$ cat config.mk
export PLATFORM = sky130hd
export DESIGN_NAME = fc_layer_ctrl
export DESIGN_NICKNAME = d
export VERILOG_FILES = /design/src/rtl/fc_layer_ctrl.sv
export SDC_FILE = /design/constraint.sdc
export NUM_CORES = 1
export LEC_CHECK = 0
export CAP_MARGIN = 5
export CORE_AREA = 2 2 142 109
export DETAILED_ROUTE_END_ITERATION = 10
export DIE_AREA = 0 0 144 111
export PLACE_DENSITY = 0.83
export REMOVE_ABC_BUFFERS = 1
export SLEW_MARGIN = 25
export SYNTH_ARGS = -nofsm -noshare
export SYNTH_HDL_FRONTEND = slang
export SYNTH_SLANG_ARGS = --single-unit
$ cat constraint.sdc
create_clock -name clk -period 6.2 [get_ports clk]
set_clock_uncertainty 0.1 [all_clocks]
set_input_delay 1.24 -clock clk [delete_from_list [all_inputs] [get_ports clk]]
set_output_delay 1.24 -clock clk [all_outputs]
set_load 0.02 [all_outputs]
$ cat src/rtl/fc_layer_ctrl.sv
// Fully-connected layer sequencer.
// Walks every output neuron of a layer: clears the MAC core, streams num_in
// node/weight operand pairs from memory, waits for the core pipeline to
// drain, then holds the neuron result on a valid/ready port. Weight
// addresses step through a row-major matrix by adding num_in per neuron.
// Ports:
//   clk, reset                 clock, synchronous active-high reset
//   i_start, i_num_in/out      start pulse and layer dimensions
//   o_idle, o_done             idle flag, one-cycle layer-complete pulse
//   o_node_ce/addr             node memory read port
//   o_wegt_ce/addr             weight memory read port
//   o_bias_addr                bias memory address (current output index)
//   o_core_run/valid/bias_en   MAC core controls
//   i_core_result              MAC core accumulator
//   o_res_valid/data/idx       neuron result port, i_res_ready accepts it
module fc_layer_ctrl #(
   parameter int unsigned DATA_W = 16,
   parameter int unsigned CNT_W  = 10,
   parameter int unsigned ADDR_W = 20
) (
   input  logic                clk,
   input  logic                reset,
   input  logic                i_start,
   input  logic [CNT_W-1:0]    i_num_in,
   input  logic [CNT_W-1:0]    i_num_out,
   output logic                o_idle,
   output logic                o_done,
   output logic                o_node_ce,
   output logic [CNT_W-1:0]    o_node_addr,
   output logic                o_wegt_ce,
   output logic [ADDR_W-1:0]   o_wegt_addr,
   output logic [CNT_W-1:0]    o_bias_addr,
   output logic                o_core_run,
   output logic                o_core_valid,
   output logic                o_core_bias_en,
   input  logic [4*DATA_W-1:0] i_core_result,
   output logic                o_res_valid,
   output logic [4*DATA_W-1:0] o_res_data,
   output logic [CNT_W-1:0]    o_res_idx,
   input  logic                i_res_ready
);

   localparam int unsigned RES_W = 4 * DATA_W;

   typedef enum logic [2:0] {
      S_IDLE,
      S_CLEAR,
      S_RUN,
      S_DRAIN,
      S_OUT,
      S_DONE
   } state_t;

   state_t              state, state_n;
   logic [CNT_W-1:0]    num_in_q, num_in_n;
   logic [CNT_W-1:0]    num_out_q, num_out_n;
   logic [CNT_W-1:0]    in_cnt, in_cnt_n;
   logic [CNT_W-1:0]    out_cnt, out_cnt_n;
   logic [ADDR_W-1:0]   wbase, wbase_n;
   logic [ADDR_W-1:0]   wegt_addr, wegt_addr_n;
   logic                drain_cnt, drain_cnt_n;
   logic [RES_W-1:0]    res_data, res_data_n;

   logic                idle_q, done_q, ce_q, run_q, res_valid_q;
   logic                core_valid_q, bias_en_q;

   // State, counters and registered outputs; flag outputs follow the next state
   always_ff @(posedge clk) begin
      if (reset) begin
         state        <= S_IDLE;
         num_in_q     <= '0;
         num_out_q    <= '0;
         in_cnt       <= '0;
         out_cnt      <= '0;
         wbase        <= '0;
         wegt_addr    <= '0;
         drain_cnt    <= 1'b0;
         res_data     <= '0;
         idle_q       <= 1'b1;
         done_q       <= 1'b0;
         ce_q         <= 1'b0;
         run_q        <= 1'b0;
         res_valid_q  <= 1'b0;
         core_valid_q <= 1'b0;
         bias_en_q    <= 1'b0;
      end else begin
         state        <= state_n;
         num_in_q     <= num_in_n;
         num_out_q    <= num_out_n;
         in_cnt       <= in_cnt_n;
         out_cnt      <= out_cnt_n;
         wbase        <= wbase_n;
         wegt_addr    <= wegt_addr_n;
         drain_cnt    <= drain_cnt_n;
         res_data     <= res_data_n;
         idle_q       <= (state_n == S_IDLE);
         done_q       <= (state_n == S_DONE);
         ce_q         <= (state_n == S_RUN);
         run_q        <= (state_n == S_CLEAR);
         res_valid_q  <= (state_n == S_OUT);
         // Operands arrive one cycle after the read enable
         core_valid_q <= ce_q;
         bias_en_q    <= ce_q && (in_cnt == '0);
      end
   end

   // Next-state and counter update
   always_comb begin
      state_n     = state;
      num_in_n    = num_in_q;
      num_out_n   = num_out_q;
      in_cnt_n    = in_cnt;
      out_cnt_n   = out_cnt;
      wbase_n     = wbase;
      wegt_addr_n = wegt_addr;
      drain_cnt_n = drain_cnt;
      res_data_n  = res_data;

      case (state)
         S_IDLE: begin
            if (i_start) begin
               num_in_n  = i_num_in;
               num_out_n = i_num_out;
               out_cnt_n = '0;
               wbase_n   = '0;
               in_cnt_n  = '0;
               if ((i_num_in == '0) || (i_num_out == '0)) begin
                  state_n = S_DONE;
               end else begin
                  state_n = S_CLEAR;
               end
            end
         end
         S_CLEAR: begin
            in_cnt_n    = '0;
            wegt_addr_n = wbase;
            state_n     = S_RUN;
         end
         S_RUN: begin
            // Weight address tracks wbase + in_cnt incrementally
            in_cnt_n    = in_cnt + CNT_W'(1);
            wegt_addr_n = wegt_addr + ADDR_W'(1);
            if (in_cnt == (num_in_q - CNT_W'(1))) begin
               drain_cnt_n = 1'b0;
               state_n     = S_DRAIN;
            end
         end
         S_DRAIN: begin
            // Two cycles: last operand into the core, then accumulator settles
            drain_cnt_n = 1'b1;
            if (drain_cnt) begin
               res_data_n = i_core_result;
               state_n    = S_OUT;
            end
         end
         S_OUT: begin
            if (i_res_ready) begin
               if (out_cnt == (num_out_q - CNT_W'(1))) begin
                  state_n = S_DONE;
               end else begin
                  out_cnt_n = out_cnt + CNT_W'(1);
                  wbase_n   = wbase + ADDR_W'(num_in_q);
                  state_n   = S_CLEAR;
               end
            end
         end
         S_DONE: begin
            state_n = S_IDLE;
         end
         default: begin
            state_n = S_IDLE;
         end
      endcase
   end

   assign o_idle         = idle_q;
   assign o_done         = done_q;
   assign o_node_ce      = ce_q;
   assign o_wegt_ce      = ce_q;
   assign o_node_addr    = in_cnt;
   assign o_wegt_addr    = wegt_addr;
   assign o_bias_addr    = out_cnt;
   assign o_core_run     = run_q;
   assign o_core_valid   = core_valid_q;
   assign o_core_bias_en = bias_en_q;
   assign o_res_valid    = res_valid_q;
   assign o_res_data     = res_data;
   assign o_res_idx      = out_cnt;

endmodule

==> metrics.md, run 1 <==
| Metric | Value |
|---|---|
| GRT Overall Usage | `27.5%` |
| Warnings from Yosys | `0` |
| Final WL | `about 22000 um` |
| Number of buffers created by CTS | `17` |
| Synthesized flop and latch total | `around 160` |
| Hold-fix buffers, CTS | `0` |
| Final WS setup | `~3.1 ns` |
| Core ar. | `14800 um2` |
| Filler cells | `approximately 1200` |
| Total number of H-tree levels | `4` |
| CP startpoint kind | `input pin` |
| Post-DRT Antenna Nets | `0` |
| Cell area after synthesis | `7490 um2` |
| Count leader, synth | `nand2_1` |
| Synth top area share | `41.4%` |
| Root Buffer | `clkbuf_16` |
| Peak VDD IR | `0.194 mV` |
| WL per Instance | `16.0 um` |
| Synth Flop Type | `dfxtp_1` |
| Largest buffer count on any clock path | `2` |
| Total grt overflow | `0` |
| Critical Path End Type | `flop` |
| Chip Width | `around 140 um` |
| Tmin final | `a little over 3 ns` |
| TNS Setup | `0 ns` |
| Area taken by multi-input logic gates | `4030 um2` |
| Height of the die | `111 um` |
| RSZ-0062 raised after global routing | `false` |
| Sequential cell area | `3100 um2` |
| Final Cycle Share | `50.3%` |
| Via/cell ratio | `5.59` |
| Starting Density | `50.7%` |
| Final Setup Violations | `0` |
| Row count | `39` |
| Port bufs | `209` |
| Top post-synthesis cells by area | `dfxtp_1, nand2_1, a21oi_1` |
| Reg2reg setup slack | `3.11 ns` |
| Max Freq | `321 MHz` |
| Global-route wire length before repair | `around 35000 um` |
| Drt pass-1 iters | `5` |
| Clock sink count | `~160` |
| Vias in the first global route | `between 6000 and 7000` |
| Area Overhead vs Synth | `35.4%` |
| Arrival time at the worst endpoint | `about 3.3 ns` |
| Final nets | `about 1200` |
| I/O Pins | `210` |
| Synth area leader | `dfxtp_1` |
| Post-synth EDFFs | `0` |
| Initial antenna violation count | `0` |
| Final GP Congestion | `0.879` |
| Hpwl dp | `14900 um` |
| Setup CP Type | `in2reg` |
| Share of layout cells above drive strength 1 | `5.26%` |
| Async SR Flop Fraction | `0%` |
| Register area share after synthesis | `41.4%` |
| CTS tree | `yes` |
| Status | `complete, no violations` |
| Most instantiated cells after synthesis | `nand2_1, dfxtp_1, a21oi_1` |
| Cell Pwr Density | `~230 nW/um2` |
| Pre-CTS setup slack | `about 2.7 ns` |
| Pin count of the biggest net entering global routing | `a little under 90` |
| Max-slew violations | `0` |
| Hold Vio Cnt, Final | `0` |
| Routed vias | `7530` |
| Diode count | `0` |
| Slew Limit Headroom | `37.0%` |
| CTS resizes | `0` |
| Worst-path clk slew | `roughly 0.07 ns` |
| Post-route DRC | `0` |
| Clk Latency, worst-skew pair | `0.43 ns` |
| Worst slew pin tran | `~0.94 ns` |
| DRT iter0 DRCs | `about 700` |
| Avg Synthesized Cell Area | `around 8 um2` |
| Pwr Total | `0.00238 W` |
| Post-CTS setup buffer count | `0` |
| Req. time, crit path | `between 6 and 7 ns` |
| Synth cell types | `68` |
| CP Max Fanout | `5` |
| MaxCap Viol Count | `0` |
| HP Class | `reg2reg` |
| Die area | `between 15000 and 20000 um2` |
| Cells after synthesis | `963` |
| Static leakage | `3.41 nW` |
layer usage:
layer / global-route usage [%] / vias up / wire, um
met3: 6.05 / 49 / 1500
met2: 40.8 / 308 / 9530
met4: 10.5 / 0 / 522
li1: - / 3670 / -
met5: 0 / - / 0
met1: 38.9 / 3503 / 10000
stage by stage:
stage	util (%)	instances	hold slack (ns)	cell area (um2)
finish	68.6	1346	0.352	10100
floorplan	-	894	0.342	7170
global placement	64.7	1314	0.341	9570
CTS	68.6	1346	0.354	10100
detailed placement	64.8	1314	0.346	9580
global route	68.6	1346	0.369	10100
path summary, 6_finish.rpt:
kind | from | to | cells past startpoint
worst max register to register | num_in_q[0] | wbase[16] | 9
worst min-delay path | o_res_data[26] | o_res_data[26] | 2
worst max-delay path | i_res_ready | wbase[18] | 6
worst min register to register | o_res_data[26] | o_res_data[26] | 2
critical path, stage by stage:
cell and delay (ns):
clkdlybuf4s50_1 0.52, nand2_1 0.11, a2111o_1 0.42, a311oi_1 0.65
a31oi_1 0.17, o21ba_2 0.23
logic make-up (layout without fill, tap and decap cells):
group / after synthesis / after routing / synth area share [%]
AOI/OAI and AO/OA: 245 / 245 / 19.1
xor gates and xnor gates: 43 / 43 / 5.21
buffers and inverters: 84 / 262 / 5.11
DFF: 155 / 155 / 41.4
and+or+nand+nor: 416 / 416 / 25.8
adders and majority gates: 17 / 17 / 2.94
muxes: 3 / 3 / 0.401
sequential cells by signal, indices dropped and copies added, names as in the netlist:
name	flops
o_node_addr	10
o_core_valid	1
drain_cnt	1
o_res_valid	1
o_wegt_addr	20
o_done	1
num_out_q	10
o_idle	1
o_core_bias_en	1
o_bias_addr	10
wbase	20
o_res_data	64
o_core_run	1
num_in_q	10
o_node_ce	1
state	3
layout by cell type (no fill, tap or decap), types with 7 or more instances in the layout:
master,count
nand3_1,25
clkdlybuf4s50_1,208
nand2_1,218
clkbuf_16,17
inv_1,15
xor2_1,21
and3_1,9
o31ai_1,10
xnor2_1,21
nand4_1,12
nor3_1,15
dfxtp_1,155
a211oi_1,15
nor2_1,60
or4_1,12
buf_4,7
a21oi_1,147
o21ai_0,27
clkinvlp_4,7
ha_1,16
or3_1,11
area by class of cell:
class	instances	share of cell area [%]
multi-input cells	724	39.7
inverters	15	0.555
repair buffers	215	21.0
clock inverters	15	1.41
well taps	205	2.53
flip-flops and latches	155	30.6
clock buffers	17	4.19
power breakdown:
group / total, W / internal [W] / switching, W
logic: 0.000316 / 0.000149 / 0.000167
registers: 0.00106 / 0.00102 / 0.0000361
clock network: 0.00101 / 0.000558 / 0.000450
No activity file was read; power rests on OpenSTA's default activity.
==> run 2, diff against run 1 <==
--- a/config.mk
+++ b/config.mk
@@ -6,10 +6,10 @@
 export NUM_CORES = 1
 export LEC_CHECK = 0
 export CAP_MARGIN = 5
-export CORE_AREA = 2 2 142 109
+export CORE_AREA = 2 2 148 114
 export DETAILED_ROUTE_END_ITERATION = 10
-export DIE_AREA = 0 0 144 111
-export PLACE_DENSITY = 0.83
+export DIE_AREA = 0 0 150 116
+export PLACE_DENSITY = 0.77
 export REMOVE_ABC_BUFFERS = 1
 export SLEW_MARGIN = 25
 export SYNTH_ARGS = -nofsm -noshare
==> constraint.sdc (replaced) <==
create_clock -name clk -period 3 [get_ports clk]
set_clock_uncertainty 0.1 [all_clocks]
set_input_delay 0.6 -clock clk [delete_from_list [all_inputs] [get_ports clk]]
set_output_delay 0.6 -clock clk [all_outputs]
set_load 0.02 [all_outputs]
==> metrics.md, run 2 (synthesized netlist as in run 1, its figures left out) <==
| Metric | Value |
|---|---|
| Power share of the combinational group | `13.7%` |
| Register share of total power | `43.3%` |
| Peak VDD IR | `0.528 mV` |
| I/O Pins | `210` |
| Clock sink count | `between 150 and 200` |
| Height of the die | `116 um` |
| Fin cells | `1372` |
| Crit-path cells | `inv_1 > ha_1 > and3b_2 > o21ai_0 > o311ai_0 > a41o_1 > and3_4 > buf_4 > or3_1 > a21oi_1` |
| Hpwl dp | `15800 um` |
| CP max-delay cell | `dfxtp_1` |
| Row count | `40` |
| Cell Pwr Density | `486 nW/um2` |
| Initial antenna violation count | `0` |
| Max Freq | `351 MHz` |
| MaxCap Viol Count | `0` |
| Worst-path clk slew | `roughly 0.070 ns` |
| M1 wire length | `10400 um` |
| Routed vias | `7492` |
| Root Buffer | `clkbuf_16` |
| Req. time, crit path | `3.25 ns` |
| Most common cell after layout, fill and taps aside | `nand2_1` |
| CP bufs+invs | `2` |
| Cell count of the worst hold path | `2` |
| Critical Path End Type | `flop` |
| Arrival time at the worst endpoint | `approximately 3.1 ns` |
| Drt pass-1 iters | `6` |
| Diode count | `0` |
| Post-DRT Antenna Nets | `0` |
| Setup CP Type | `reg2reg` |
| Internal power | `0.00368 W` |
| CP startpoint kind | `flop` |
| Power share of the clock group | `43.0%` |
| Die area | `about 17000 um2` |
| CTS tree | `yes` |
| Most frequent cells in the layout | `nand2_1, clkdlybuf4s50_1, dfxtp_1` |
| Post-CTS setup buffer count | `0` |
| Highest Signal Layer | `met4` |
| Starting Density | `47.4%` |
| Final GP Congestion | `between 0.8 and 0.9` |
| Hold-fix buffers, CTS | `0` |
| CP Max Fanout | `18` |
| Total number of H-tree levels | `4` |
| Worst path depth | `10` |
| Crit-path leading delay family | `simple AND/OR/NAND/NOR gates` |
| Layout Utilization | `around two thirds` |
| Total grt overflow | `0` |
| Placed Cells | `between 1000 and 1500` |
| Switching Share | `a little over a quarter` |
| HP Class | `reg2reg` |
| Hold Vio Cnt, Final | `0` |
| WL per Instance | `16.2 um` |
| Share of layout cells above drive strength 1 | `6.97%` |
| Area Overhead vs Synth | `38.1%` |
| Pwr Total | `0.00503 W` |
| Detail Route met2 WL | `roughly 10000 um` |
| Max-slew violations | `0` |
| Met3 Wirelength | `1480 um` |
| Final WS setup | `0.151 ns` |
| Static leakage | `3.55 nW` |
| Final Setup Violations | `0` |
| Tmin final | `2.85 ns` |
| Global-route wire length before repair | `34800 um` |
| Status | `complete, no violations` |
| Largest buffer count on any clock path | `2` |
| Pre-CTS setup slack | `0.107 ns` |
| Clk Latency, worst-skew pair | `0.43 ns` |
| Net load switching power | `0.00135 W` |
| TNS Setup | `0 ns` |
| Peak per-stage delay on the critical path | `0.41 ns` |
| Final WL | `~22000 um` |
| DRT iter0 DRCs | `624` |
| Post-route DRC | `0` |
| GRT Overall Usage | `25.3%` |
| Vias in the first global route | `6664` |
| RSZ-0062 raised after global routing | `false` |
| R2R depth | `10` |
| Via/cell ratio | `5.46` |
| Final Cycle Share | `a little over nine tenths` |
| Slew Limit Headroom | `56.2%` |
| Pin count of the biggest net entering global routing | `94` |
| Largest register FFs | `64` |
| Number of buffers created by CTS | `17` |
| Port bufs | `between 200 and 250` |
| Chip Width | `150 um` |
| Final nets | `1254` |
| Core ar. | `15800 um2` |
| Worst slew pin tran | `0.657 ns` |
## run 2: cell types whose count changed in the layout (fill, tap and decap cells not counted)
| cell | change |
|---|---|
| clkinv_2 | +2 |
| buf_12 | +1 |
| nor2_1 | +1 |
| nor4b_1 | -1 |
| inv_6 | +1 |
| nor2_2 | -1 |
| bufinv_16 | +1 |
| a2111oi_1 | +1 |
| and3_4 | +1 |
| nor4b_2 | +1 |
| buf_4 | +19 |
| clkinv_4 | +2 |
| clkinvlp_4 | -6 |
| a2111oi_0 | -1 |
## run 2: layout make-up
type / count / area [um2]
fill: 1398 / 5470
multi-input combinational: 725 / 4040
sequential: 155 / 3100
timing repair buffer: 235 / 2300
clock buffer: 17 / 425
tap: 210 / 263
clock inverter: 15 / 164
inverter: 15 / 56.3
## run 2: worst paths after layout
path / slack [ns] / start / to
worst min register to register: 0.35 / o_res_data[16] / o_res_data[16]
worst max-delay path: 0.15 / num_out_q[0] / wbase[3]
worst min-delay path: 0.35 / o_res_data[16] / o_res_data[16]
worst max register to register: 0.15 / num_out_q[0] / wbase[3]
## run 2: worst min-delay path: cells and delay by family (launching register included)
kind	cells	cell delay, ns
AO/OA/AOI/OAI	1	0.05
flip-flops	1	0.31
AND/OR/NAND/NOR	1	0.05
## run 2: timing repair
| item | CTS | global route |
|---|---|---|
| endpoints found under the hold margin | 0 | 0 |
| setup endpoints to repair | 0 | 13 |
| resized for setup | 0 | 3 |
## run 2: power groups by stage
stage / combinational, W / clock (W) / sequential [W]
after floorplan: 0.000320 / 0 / 0.00224
after global placement: 0.000670 / 0 / 0.00222
after detailed placement: 0.000678 / 0 / 0.00222
after CTS: 0.000683 / 0.00219 / 0.00218
after global routing: 0.000751 / 0.00229 / 0.00218
final: 0.000690 / 0.00216 / 0.00218
## run 2: routing by layer
metal / vias up / track usage, %
met2: 266 / 38.1
li1: 3718 / -
met4: 0 / 6.10
met3: 27 / 6.34
met5: - / 0
met1: 3481 / 36.3
## run 2: per-stage QoR
stage | area (um2) | hold WS (ns)
after global routing | 10300 | 0.373
after detailed placement | 9740 | 0.347
final | 10300 | 0.353
after floorplan | 7170 | 0.342
after CTS | 10300 | 0.356
after global placement | 9740 | 0.340
==> run 3, diff against run 2 <==
--- a/config.mk
+++ b/config.mk
@@ -9,7 +9,7 @@
 export CORE_AREA = 2 2 148 114
 export DETAILED_ROUTE_END_ITERATION = 10
 export DIE_AREA = 0 0 150 116
-export PLACE_DENSITY = 0.77
+export PLACE_DENSITY = 0.81
 export REMOVE_ABC_BUFFERS = 1
 export SLEW_MARGIN = 25
 export SYNTH_ARGS = -nofsm -noshare
==> metrics.md, run 3 (synthesized netlist as in run 1, its figures left out) <==
| Metric | Value |
|---|---|
| Status | `complete, no violations` |
| Height of the die | `116 um` |
| Worst-path clk slew | `0.06 ns` |
| Layout Utilization | `65.1%` |
| Placed Area | `9750 um2` |
| Slew Limit Headroom | `55.5%` |
| I/O Pins | `210` |
| Critical Path End Type | `flop` |
| Total grt overflow | `0` |
| Final nets | `about 1300` |
| Tmin final | `2.75 ns` |
| Global-route wire length before repair | `around 34000 um` |
| Largest register FFs | `64` |
| Post-route DRC | `0` |
| Die area | `roughly 17000 um2` |
| Chip Width | `150 um` |
| Largest buffer count on any clock path | `2` |
| Area Overhead vs Synth | `37.4%` |
| CP Max Fanout | `28` |
| Hold Vio Cnt, Final | `0` |
| Core ar. | `15800 um2` |
| Cell Pwr Density | `~470 nW/um2` |
| Vias in the first global route | `around 6600` |
| Placed Cells | `approximately 1300` |
| GRT Overall Usage | `between 20% and 30%` |
| Req. time, crit path | `3.26 ns` |
| Total number of H-tree levels | `4` |
| Via/cell ratio | `~5.5` |
| Reg2reg setup slack | `0.25 ns` |
| Number of buffers created by CTS | `17` |
| Most common cell after layout, fill and taps aside | `nand2_1` |
| Clk Latency, worst-skew pair | `0.42 ns` |
| HP Class | `reg2reg` |
| Port bufs | `209` |
| Drt pass-1 iters | `5` |
| Post-DRT Antenna Nets | `0` |
| CTS tree | `yes` |
| Row count | `40` |
| Peak VDD IR | `0.441 mV` |
| Root Buffer | `clkbuf_16` |
| Post-CTS setup buffer count | `0` |
| MaxCap Viol Count | `0` |
| Final WL | `21900 um` |
| Max-slew violations | `0` |
| Worst slew pin tran | `0.667 ns` |
| Routed vias | `approximately 7500` |
| Initial antenna violation count | `0` |
| DRT iter0 DRCs | `641` |
| CP startpoint kind | `flop` |
| WL per Instance | `15.9 um` |
| Hpwl dp | `15500 um` |
| Setup CP Type | `reg2reg` |
| Static leakage | `roughly 3.5 nW` |
| Final Instance Area | `10300 um2` |
| Clock sink count | `approximately 160` |
| Pin count of the biggest net entering global routing | `81` |
| Final Cycle Share | `91.7%` |
| Most frequent cells in the layout | `nand2_1, clkdlybuf4s50_1, dfxtp_1` |
| Arrival time at the worst endpoint | `between 3 and 4 ns` |
| Fin cells | `around 1400` |
| RSZ-0062 raised after global routing | `false` |
| Diode count | `0` |
| Max Freq | `363 MHz` |
| Starting Density | `47.4%` |
| Filler cells | `between 1000 and 1500` |
| Share of layout cells above drive strength 1 | `6.80%` |
| Final GP Congestion | `0.936` |
| Final Setup Violations | `0` |
-- run 3: path summary, 6_finish.rpt --
kind | start | end | depth (start not counted)
setup / recovery | num_out_q[0] | wbase[13] | 9
hold / removal | o_res_data[24] | o_res_data[24] | 2
setup reg to reg | num_out_q[0] | wbase[13] | 9
hold reg to reg | o_res_data[24] | o_res_data[24] | 2
-- run 3: worst max-delay path: stages, from the launching register on --
cell,delay [ns]
dfxtp_1,0.40
inv_1,0.06
ha_1,0.28
and3b_2,0.23
o21ai_0,0.15
o311ai_1,0.16
a41o_1,0.31
and3_4,0.28
or4_1,0.54
a21oi_1,0.16
-- run 3: area by class of cell --
| cell class | instances | area [um2] | area share [%] |
|---|---|---|---|
| multi-input combinational | 724 | 4020 | 39.1 |
| tap | 210 | 263 | 2.55 |
| timing repair buffer | 235 | 2310 | 22.4 |
| clock buffer | 17 | 425 | 4.13 |
| sequential | 155 | 3100 | 30.1 |
| inverter | 15 | 56.3 | 0.547 |
| clock inverter | 15 | 118 | 1.14 |
-- run 3: routing by layer --
| layer | routed length [um] | track usage (%) | share of wire [%] |
|---|---|---|---|
| met1 | 9850 | 35.3 | 45 |
| met2 | 9800 | 37.3 | 45 |
| met3 | 1760 | 6.93 | 8.0 |
| met4 | 447 | 7.42 | 2.0 |
| met5 | 0 | 0 | 0 |
-- run 3: stage by stage --
step | total power, W | hold WS (ns) | TNS (ns) | worst slack [ns]
5_1_grt | 0.00507 | 0.367 | 0 | 0.0378
3_3_place_gp | 0.00289 | 0.340 | 0 | 0.277
2_1_floorplan | 0.00256 | 0.342 | -9.42 | -0.147
3_5_place_dp | 0.00290 | 0.346 | 0 | 0.196
6_report | 0.00486 | 0.352 | 0 | 0.249
4_1_cts | 0.00489 | 0.354 | 0 | 0.202
-- run 3: where the power goes --
group | internal, W | switching [W]
Combinational | 0.000331 | 0.000362
Sequential | 0.00211 | 0.0000688
Clock | 0.00107 | 0.000918
Total | 0.00351 | 0.00135
-- run 3: repair_timing --
item | 4_1_cts | 5_1_grt
gates resized for setup | 0 | 1
endpoints found under the hold margin | 0 | 0
endpoints found under the setup margin | 0 | 7
hold buffers | 0 | 0
